===== src/rtl/seg7_display_controller_pkg.sv =====
// Shared constants and slot-state encoding
// for the 7-segment scan controller.
package seg7_display_controller_pkg;

  localparam logic [6:0]  SEG_BLANK = 7'h7F;
  localparam logic [31:0] ANODE_OFF = '1;

  typedef enum logic [1:0] {
    GUARD = 2'b01,
    DRIVE = 2'b10
  } slot_t;

endpackage


===== src/rtl/seg7_display_controller_if.sv =====
// Valid/ready load port carrying the hex word
// from the numeric datapath into the controller.
interface seg7_display_controller_if #(
  parameter int DW = 32
);

  logic [DW-1:0] data_in;
  logic          data_valid;
  logic          data_ready;

  modport master (
    output data_in,
    output data_valid,
    input  data_ready
  );

  modport slave (
    input  data_in,
    input  data_valid,
    output data_ready
  );

endinterface


===== src/rtl/seg7_display_controller_decoder.sv =====
// Hex nibble to active-low a..g segment decoder
// (0-9, A, b, C, d, E, F glyphs).
module hex_to_7segment_decoder (
  input  logic [3:0] hex,
  output logic       a,
  output logic       b,
  output logic       c,
  output logic       d,
  output logic       e,
  output logic       f,
  output logic       g
);

  // glyph lookup, 0 = segment lit
  always_comb begin
    {a, b, c, d, e, f, g} = 7'h7F;
    unique case (hex)
      4'h0: {a, b, c, d, e, f, g} = 7'b0000001;
      4'h1: {a, b, c, d, e, f, g} = 7'b1001111;
      4'h2: {a, b, c, d, e, f, g} = 7'b0010010;
      4'h3: {a, b, c, d, e, f, g} = 7'b0000110;
      4'h4: {a, b, c, d, e, f, g} = 7'b1001100;
      4'h5: {a, b, c, d, e, f, g} = 7'b0100100;
      4'h6: {a, b, c, d, e, f, g} = 7'b0100000;
      4'h7: {a, b, c, d, e, f, g} = 7'b0001111;
      4'h8: {a, b, c, d, e, f, g} = 7'b0000000;
      4'h9: {a, b, c, d, e, f, g} = 7'b0000100;
      4'hA: {a, b, c, d, e, f, g} = 7'b0001000;
      4'hB: {a, b, c, d, e, f, g} = 7'b1100000;
      4'hC: {a, b, c, d, e, f, g} = 7'b0110001;
      4'hD: {a, b, c, d, e, f, g} = 7'b1000010;
      4'hE: {a, b, c, d, e, f, g} = 7'b0110000;
      4'hF: {a, b, c, d, e, f, g} = 7'b0111000;
    endcase
  end

endmodule


===== src/rtl/seg7_display_controller.sv =====
// Multiplexed 8-digit common-anode scan controller
// with frame-aligned commit and guard blanking.
module seg7_display_controller
  import seg7_display_controller_pkg::*;
#(
  parameter int NUM_DIGITS   = 8,
  parameter int REFRESH_DIV  = 100000,
  parameter int GUARD_CYCLES = 4
) (
  input  logic                  clk,
  input  logic                  reset,
  seg7_display_controller_if.slave ld,
  input  logic [NUM_DIGITS-1:0] blank_mask,
  input  logic [NUM_DIGITS-1:0] dp_mask,
  output logic [NUM_DIGITS-1:0] anode,
  output logic [6:0]            seg,
  output logic                  dp,
  output logic                  frame_done
);

  localparam int DW = 4 * NUM_DIGITS;
  localparam int CW =
    (REFRESH_DIV > 1) ? $clog2(REFRESH_DIV) : 1;
  localparam int IW =
    (NUM_DIGITS > 1) ? $clog2(NUM_DIGITS) : 1;

  localparam logic [CW-1:0] DIV_LAST =
    CW'(REFRESH_DIV - 1);
  localparam logic [CW-1:0] GRD_LAST =
    CW'(GUARD_CYCLES - 1);
  localparam logic [IW-1:0] IDX_LAST =
    IW'(NUM_DIGITS - 1);
  localparam logic [NUM_DIGITS-1:0] AN_OFF =
    ANODE_OFF[NUM_DIGITS-1:0];

  logic [CW-1:0]         div_cnt;
  logic [IW-1:0]         idx;
  slot_t                 st;
  slot_t                 st_nxt;
  logic [DW-1:0]         shadow;
  logic [DW-1:0]         disp;
  logic                  pending;
  logic                  ready_q;
  logic                  slot_end;
  logic                  boundary;
  logic                  take;
  logic [3:0]            nib;
  logic [6:0]            dec_seg;
  logic [NUM_DIGITS-1:0] an_nxt;
  logic [6:0]            seg_nxt;
  logic                  dp_nxt;

  assign slot_end = (div_cnt == DIV_LAST);
  assign boundary = slot_end && (idx == IDX_LAST);
  assign take     = ld.data_valid && ready_q;

  assign ld.data_ready = ready_q;

  // slot divider and digit index
  always_ff @(posedge clk or posedge reset) begin
    if (reset) begin
      div_cnt <= '0;
      idx     <= '0;
    end else if (slot_end) begin
      div_cnt <= '0;
      idx     <= (idx == IDX_LAST) ? '0 : idx + 1'b1;
    end else begin
      div_cnt <= div_cnt + 1'b1;
    end
  end

  // slot state register
  always_ff @(posedge clk or posedge reset) begin
    if (reset) st <= GUARD;
    else       st <= st_nxt;
  end

  // guard -> drive -> guard within each slot
  always_comb begin
    st_nxt = st;
    unique case (st)
      GUARD: if (div_cnt == GRD_LAST) st_nxt = DRIVE;
      DRIVE: if (slot_end)            st_nxt = GUARD;
      default:                        st_nxt = GUARD;
    endcase
  end

  // pick the nibble of the digit being scanned
  always_comb begin
    nib = '0;
    for (int k = 0; k < NUM_DIGITS; k++) begin
      if (idx == IW'(k)) nib = disp[4*k +: 4];
    end
  end

  hex_to_7segment_decoder u_dec (
    .hex (nib),
    .a   (dec_seg[6]),
    .b   (dec_seg[5]),
    .c   (dec_seg[4]),
    .d   (dec_seg[3]),
    .e   (dec_seg[2]),
    .f   (dec_seg[1]),
    .g   (dec_seg[0])
  );

  // pin values for the current slot state
  always_comb begin
    an_nxt  = AN_OFF;
    seg_nxt = SEG_BLANK;
    dp_nxt  = 1'b1;
    if (st == DRIVE && !blank_mask[idx]) begin
      an_nxt[idx] = 1'b0;
      seg_nxt     = dec_seg;
      dp_nxt      = !dp_mask[idx];
    end
  end

  // registered pins keep anode and seg aligned
  always_ff @(posedge clk or posedge reset) begin
    if (reset) begin
      anode      <= AN_OFF;
      seg        <= SEG_BLANK;
      dp         <= 1'b1;
      frame_done <= 1'b0;
    end else begin
      anode      <= an_nxt;
      seg        <= seg_nxt;
      dp         <= dp_nxt;
      frame_done <= boundary;
    end
  end

  // shadow load and tear-free commit at frame end
  always_ff @(posedge clk or posedge reset) begin
    if (reset) begin
      shadow  <= '0;
      disp    <= '0;
      pending <= 1'b0;
      ready_q <= 1'b1;
    end else if (take) begin
      shadow  <= ld.data_in;
      pending <= 1'b1;
      ready_q <= 1'b0;
    end else if (boundary && pending) begin
      disp    <= shadow;
      pending <= 1'b0;
      ready_q <= 1'b1;
    end
  end

endmodule


===== src/flat_wrapper.sv =====
// flat-port wrapper written by rule: the top's interface ports become plain ports
module seg7_display_controller_flat import seg7_display_controller_pkg::*;
#(
  parameter int NUM_DIGITS   = 8,
  parameter int REFRESH_DIV  = 100000,
  parameter int GUARD_CYCLES = 4
)
  (clk, reset, blank_mask, dp_mask, anode, seg, dp, frame_done, ld_data_in, ld_data_valid, ld_data_ready);
  seg7_display_controller_if #(.DW(32)) ld_i ();
  input  logic clk;
  input  logic reset;
  input  logic [NUM_DIGITS-1:0] blank_mask;
  input  logic [NUM_DIGITS-1:0] dp_mask;
  output logic [NUM_DIGITS-1:0] anode;
  output logic [6:0] seg;
  output logic dp;
  output logic frame_done;
  input wire logic [$bits(ld_i.data_in)-1:0] ld_data_in;
  input wire logic [$bits(ld_i.data_valid)-1:0] ld_data_valid;
  output wire logic [$bits(ld_i.data_ready)-1:0] ld_data_ready;
  assign ld_i.data_in = ld_data_in;
  assign ld_i.data_valid = ld_data_valid;
  assign ld_data_ready = ld_i.data_ready;
  seg7_display_controller #(.NUM_DIGITS(NUM_DIGITS), .REFRESH_DIV(REFRESH_DIV), .GUARD_CYCLES(GUARD_CYCLES)) u_core (.clk(clk), .reset(reset), .ld(ld_i), .blank_mask(blank_mask), .dp_mask(dp_mask), .anode(anode), .seg(seg), .dp(dp), .frame_done(frame_done));
endmodule

===== config.mk =====
export PLATFORM = sky130hd
export DESIGN_NAME = seg7_display_controller_flat
export DESIGN_NICKNAME = d
export VERILOG_FILES = /design/src/rtl/seg7_display_controller_pkg.sv /design/src/rtl/seg7_display_controller_if.sv /design/src/rtl/seg7_display_controller_decoder.sv /design/src/rtl/seg7_display_controller.sv /design/src/flat_wrapper.sv
export SDC_FILE = /design/constraint.sdc
export NUM_CORES = 1
export LEC_CHECK = 0
export BUFFER_PORTS_ARGS = -buffer_cell sky130_fd_sc_hd__buf_2
export CORE_UTILIZATION = 59
export CTS_BUF_LIST = sky130_fd_sc_hd__clkbuf_4 sky130_fd_sc_hd__clkbuf_8
export DETAILED_ROUTE_END_ITERATION = 12
export GPL_TIMING_DRIVEN = 0
export MAX_ROUTING_LAYER = met4
export PLACE_DENSITY = 0.94
export SYNTH_ARGS = -nofsm -noshare
export SYNTH_HDL_FRONTEND = slang
export SYNTH_SLANG_ARGS = --single-unit
export TNS_END_PERCENT = 10

===== constraint.sdc =====
create_clock -name clk -period 4.9 [get_ports clk]
set_input_delay 0.98 -clock clk [delete_from_list [all_inputs] [get_ports clk]]
set_output_delay 0.98 -clock clk [all_outputs]
set_load 0.1 [all_outputs]

# == Word level (Yosys, flattened, before mapping) ==
# Memory sizes are Yosys's and may differ from the RTL's.
# Index checks and enable logic that the tools add are counted.
# word_totals
romBits,112
regBits,105
memories,1
latchBits,0
mem_bits_rw,0
# memory_table
name,depth,width,read_ports,rd_clocked_by_memory_dff,wr,line_no,text
(no name shown),16,7,1,0,0,seg7_display_controller_decoder.sv:17,unique case (hex)
# classes
div,0
mul,0
shifts,0
muxes,26
order_cmp,2
reduce_logical,11
n_eq_ne,13
add_sub_neg,2
n_bitwise,2
# ops
op,n
$mux 4,8
$add 17x1->17 const B,1
$eq 17x17->1 const B,1
$eq 17x2->1 const B,1
$mux 17,1
$eq 3x3->1 const B,4
$mux 1,8
$mux 8,1
$not 8->8,1
$mux 7,1
$bmux 1 s3,2
$eq 3x2->1 const B,2
$logic_and 1x1->1,5
$lt 3x4->1 const B,1
$mux 2,2
$ne 2x1->1 const B,2
$pmux 2 s2,1
$reduce_and 2->1,2
$add 3x1->3 const B,1
$demux 1 s3,1
$eq 3x1->1 const B,1
$ge 3x1->1 const B,1
$logic_not 3->1,1
$mux 3,1
5 further kinds,6

# == Depth between registers and ports, before layout ==
# An unclocked memory read counts as a cell.
# logic_depth
depth_word,11
ltp_mapped,14

# == Modules after synthesis ==
# A second synthesis with hierarchy kept.
# hier_totals
cells_unflattened,408
hier_area_um2,5032.3
# modules_own_cells
module,cells_per_inst,seq_area_each_um2,area_per_inst_um2,n_inst
seg7_display_controller,375,2650.0,4758.3,1
hex_to_7segment_decoder,33,0.0,274.0,1

# == Least setup slack after synthesis ==
# No wires, ideal clock.
# synth_timing
kind,register to register
start,register u_core.idx[0]
end,register u_core.seg[3]
path_stages_with_launch,13
synth_period_minus_slack_ns,2.825
arrival_time_ns,2.740
setup_ns,0.085
n_path_buf,2
slack_ns,2.075
required_time_ns,4.815
path_cell_list,dfrtp_1 -> clkbuf_1 -> inv_1 -> ha_1 -> buf_2 -> a221oi_1 -> a311oi_1 -> o31ai_2 -> inv_1 -> ha_1 -> inv_1 -> o31a_1 -> o221ai_1
# synth_between
elab_chain_len,11
word_cells_on_any_way,22
classes_between,eq/ne (7); mux (11); reduce/logical (3); memory (1)
# synth_lines
item,line_no,text
start: declaration,seg7_display_controller.sv:37,logic [IW-1:0] idx;
start signal: assignment,seg7_display_controller.sv:66,idx <= (idx == IDX_LAST) ? '0 : idx + 1'b1;
$logic_not 3->1,seg7_display_controller.sv:92,if (idx == IW'(k)) nib = disp[4*k +: 4];
$mux 4 (8 in series),seg7_display_controller.sv:92,
$mem_v2 16x7,-,
$mux 7 *,seg7_display_controller.sv:112,if (st == DRIVE && !blank_mask[idx]) begin
named net u_core.seg_nxt[3],seg7_display_controller.sv:50,logic [6:0] seg_nxt;
end signal: assignment,seg7_display_controller.sv:128,seg <= seg_nxt;
end: declaration,seg7_display_controller.sv:16,"output logic [6:0] seg,"
# Mark *: on every way through the listed nets, which the timed path passes. The rest lies on a longest branch. The select of a mux whose other input is x is not followed.
# A chain may end at the register's enable or synchronous reset.

# == Final worst setup path ==
# Same ends and word-level chain as after synthesis.

==> metrics.cfg <==
[timing]
fmax_mhz = 286.9
fin_crit_sh_pct = 71.14
hold_slack_ps = 499.7
rsz0062_at_grt = false
fin_skew_ps = 14.91
fin_crit_ps = 3486
finalSetupTns_ps = 0
tightestPinTransition_ps = 676.1
report.final.slew_viol_count = 0
hold_viol = 0
finalSetupViolCount = 0
slew_headroom_pct = 54.93

[yosys]
syn_area_sq_mm = 0.004996
synth-seq-cells = 105
ys.flop_type = dfrtp_1
synth-edff-count = 0
yosysWarnings = 0
yosysTopAreaCell = dfrtp_1
ys_seq_area_share_pct = 53.04
synth_area_per_cell_sq_um = 12.34
ys_async_sr_fraction_pct = 100.0
synthesis.nets = 469
synth.area.top_cells = dfrtp_1, dfstp_2, mux2_4
synth_top_area_share_pct = 43.58
yosys-top-cells-count = dfrtp_1, mux2_2, nand2_1
yosysMostFrequentCell = dfrtp_1
synth_cell_types = 54
synth_cells = 405

[power]
switching_share_pct = 24.56
pwr-share-comb_pct = 6.5
p_leak_uw = 0.002695
ir_drop_uv = 201.2
powerDensity_mw_per_mm2 = 265.7
internal_power_uw = 1140
power.switching_uw = 371.0
clkPwrFrac_pct = 33.3
p_seq_share_pct = 60.2

[grt]
grt_max_degree = 57
grt-ovfl-total = 0
grt_use_met2_pct = 41.18
grt_pass1_wl_mm = 15.94
grt_util_met3_pct = 3.722
antenna_found_initial = 0
busiest_layer = met2
use_met1_pct = 29.33
grt_use_total_pct = 24.70
first_global_vias = 3446

[cts]
clkTransAtPathRegs_ps = 100
ctsHoldBuffers = 0
cts_tree = done
post-cts-setup-buffer-count = 0
worstSkewPairLatency_ps = 370
cts_buffers = 9
clockBufferDepth = 2
htree_levels = 3
clockRootBuffer = clkbuf_8
clock-sinks = 105
cts_resized = 0

[drt]
drt_iter0_drc = 158
routed_via_density = 5.793
ant_nets = 0
vias = 3447
wl_mm = 9.780
dr.pass1.iters = 4
wl_per_cell_microns = 16.44
drc = 0

[final_layout]
finish.net_count = 549
drive_gt1_share_pct = 39.18
fillers = 575
antenna_cells = 0
syn_to_final_growth_pct = 13.80

[placed_design]
dpl.hpwl_mm = 7.324
gp_congestion = 0.9428
numPortBuffers = 68

[worst_setup_path]
path_class = flop to flop
startpoint_type = flop
critPathCaptureType = flop
worstPathRequired_ps = 5190
critPathArrivalTime_ps = 3770
path_cells = clkbuf_1 > inv_1 > ha_1 > buf_2 > nand2_1 > o21ai_0 > a311oi_1 > o31ai_2 > inv_1 > ha_1 > inv_1 > o31a_1 > o221ai_1
slowest_delay_ps = 470
path_common_cell = inv_1
path_max_fanout = 10
cp_slowest_cell = dfrtp_1

[hold_path]
hp-class = flop to flop

[die]
ios = 69
start_util_pct = 60.80
die-width_microns = 94.02
die_area_sq_mm = 0.008840
fp.coreArea_sq_mm = 0.008217
rows = 33
die_h_microns = 94.02

[flow_run]
cap_violations = 0

[run_status]
status = finished, final reports clean

==> through the flow <==
stage	total power [uW]	setup WS [ps]	cell area, sq um	utilization [%]	cells
after floorplan	986.8	1189	4996	-	405
after global placement	1017	347.3	5468	66.54	578
after detailed placement	1026	1533	5498	66.91	579
after CTS	1524	1520	5685	69.19	595
after global routing	1572	1214	5685	69.19	595
final	1511	1414	5685	69.19	595
==> critical path, delay by kind of cell (launching register included) <==
family	cells	cell delay, ps
adders and majority gates	2	570
buffers and inverters	5	950
and+or+nand+nor	1	100
DFF	1	470
AOI/OAI and AO/OA	5	1340
==> power by group through the flow <==
stage                     Sequential [uW]  Combinational [uW]  Clock, uW
final                                 910                98.1        503
after global routing                  913                 108        550
after CTS                             910                 100        514
after detailed placement              926                99.9          0
after global placement                924                92.3          0
after floorplan                       947                40.2          0
==> sequential cells by signal, summed over array words and instances (netlist names) <==
register,cells
u_core.shadow,32
u_core.frame_done,1
u_core.disp,32
u_core.seg,7
u_core.pending,1
u_core.ld.data_ready,1
u_core.dp,1
u_core.idx,3
u_core.anode,8
u_core.st,2
u_core.div_cnt,17
==> cells by family (layout without fill, tap and decap cells) <==
kind of cell | Yosys count | after routing | share of synthesized area (%)
muxes | 73 | 73 | 18.43
AOI/OAI and AO/OA | 66 | 66 | 9.066
and+or+nand+nor | 99 | 99 | 10.64
DFF | 105 | 105 | 53.04
adders and majority gates | 13 | 13 | 3.256
xor gates and xnor gates | 12 | 12 | 2.104
buffers and inverters | 37 | 122 | 3.456
==> layout make-up <==
type                            instances  area (sq um)  area share, %
Clock buffer                           10         137.6          2.421
Clock inverter                          6         50.05         0.8803
Tap cell                              105         131.4          2.311
Inverter                               18         70.07          1.232
Timing Repair Buffer                   69         367.9          6.470
Sequential cell                       105          2650          46.61
Multi-Input combinational cell        263          2173          38.23
Buffer                                 19         105.1          1.849
==> layout by cell type, fill, tap and decap left out, types with 5 or more instances in the layout <==
| master | Yosys | layout |
|---|---|---|
| a21oi_1 | 14 | 14 |
| nand4_1 | 7 | 7 |
| dfrtp_1 | 87 | 87 |
| clkbuf_8 | 0 | 10 |
| nor2_1 | 16 | 16 |
| mux2_4 | 29 | 29 |
| o21ai_0 | 18 | 18 |
| nand3_1 | 14 | 14 |
| mux2i_1 | 8 | 8 |
| nand2_1 | 30 | 30 |
| dfstp_2 | 18 | 18 |
| mux2_2 | 36 | 36 |
| o221ai_1 | 5 | 5 |
| inv_1 | 17 | 16 |
| xor2_1 | 8 | 8 |
| nand2b_1 | 6 | 6 |
| ha_1 | 13 | 13 |
| clkbuf_1 | 7 | 7 |
| buf_2 | 9 | 77 |
==> final timing paths <==
kind	start	slack, ps	cells after the start	end
hold / removal	u_core.div_cnt[0]	500	1	u_core.div_cnt[0]
setup / recovery	u_core.idx[0]	1410	13	u_core.seg[3]
hold reg to reg	u_core.div_cnt[0]	500	1	u_core.div_cnt[0]
min in group asynchronous	reset	700	2	u_core.shadow[0]
setup reg to reg	u_core.idx[0]	1410	13	u_core.seg[3]
max in group asynchronous	reset	3460	3	u_core.seg[5]
==> routing by layer <==
metal | wire length, microns | vias up
li1 | - | 1609
met1 | 4123 | 1681
met2 | 4882 | 129
met3 | 462 | 28
met4 | 311 | 0
met5 | 0 | -
Note: power is estimated with default switching activity, not from simulation.
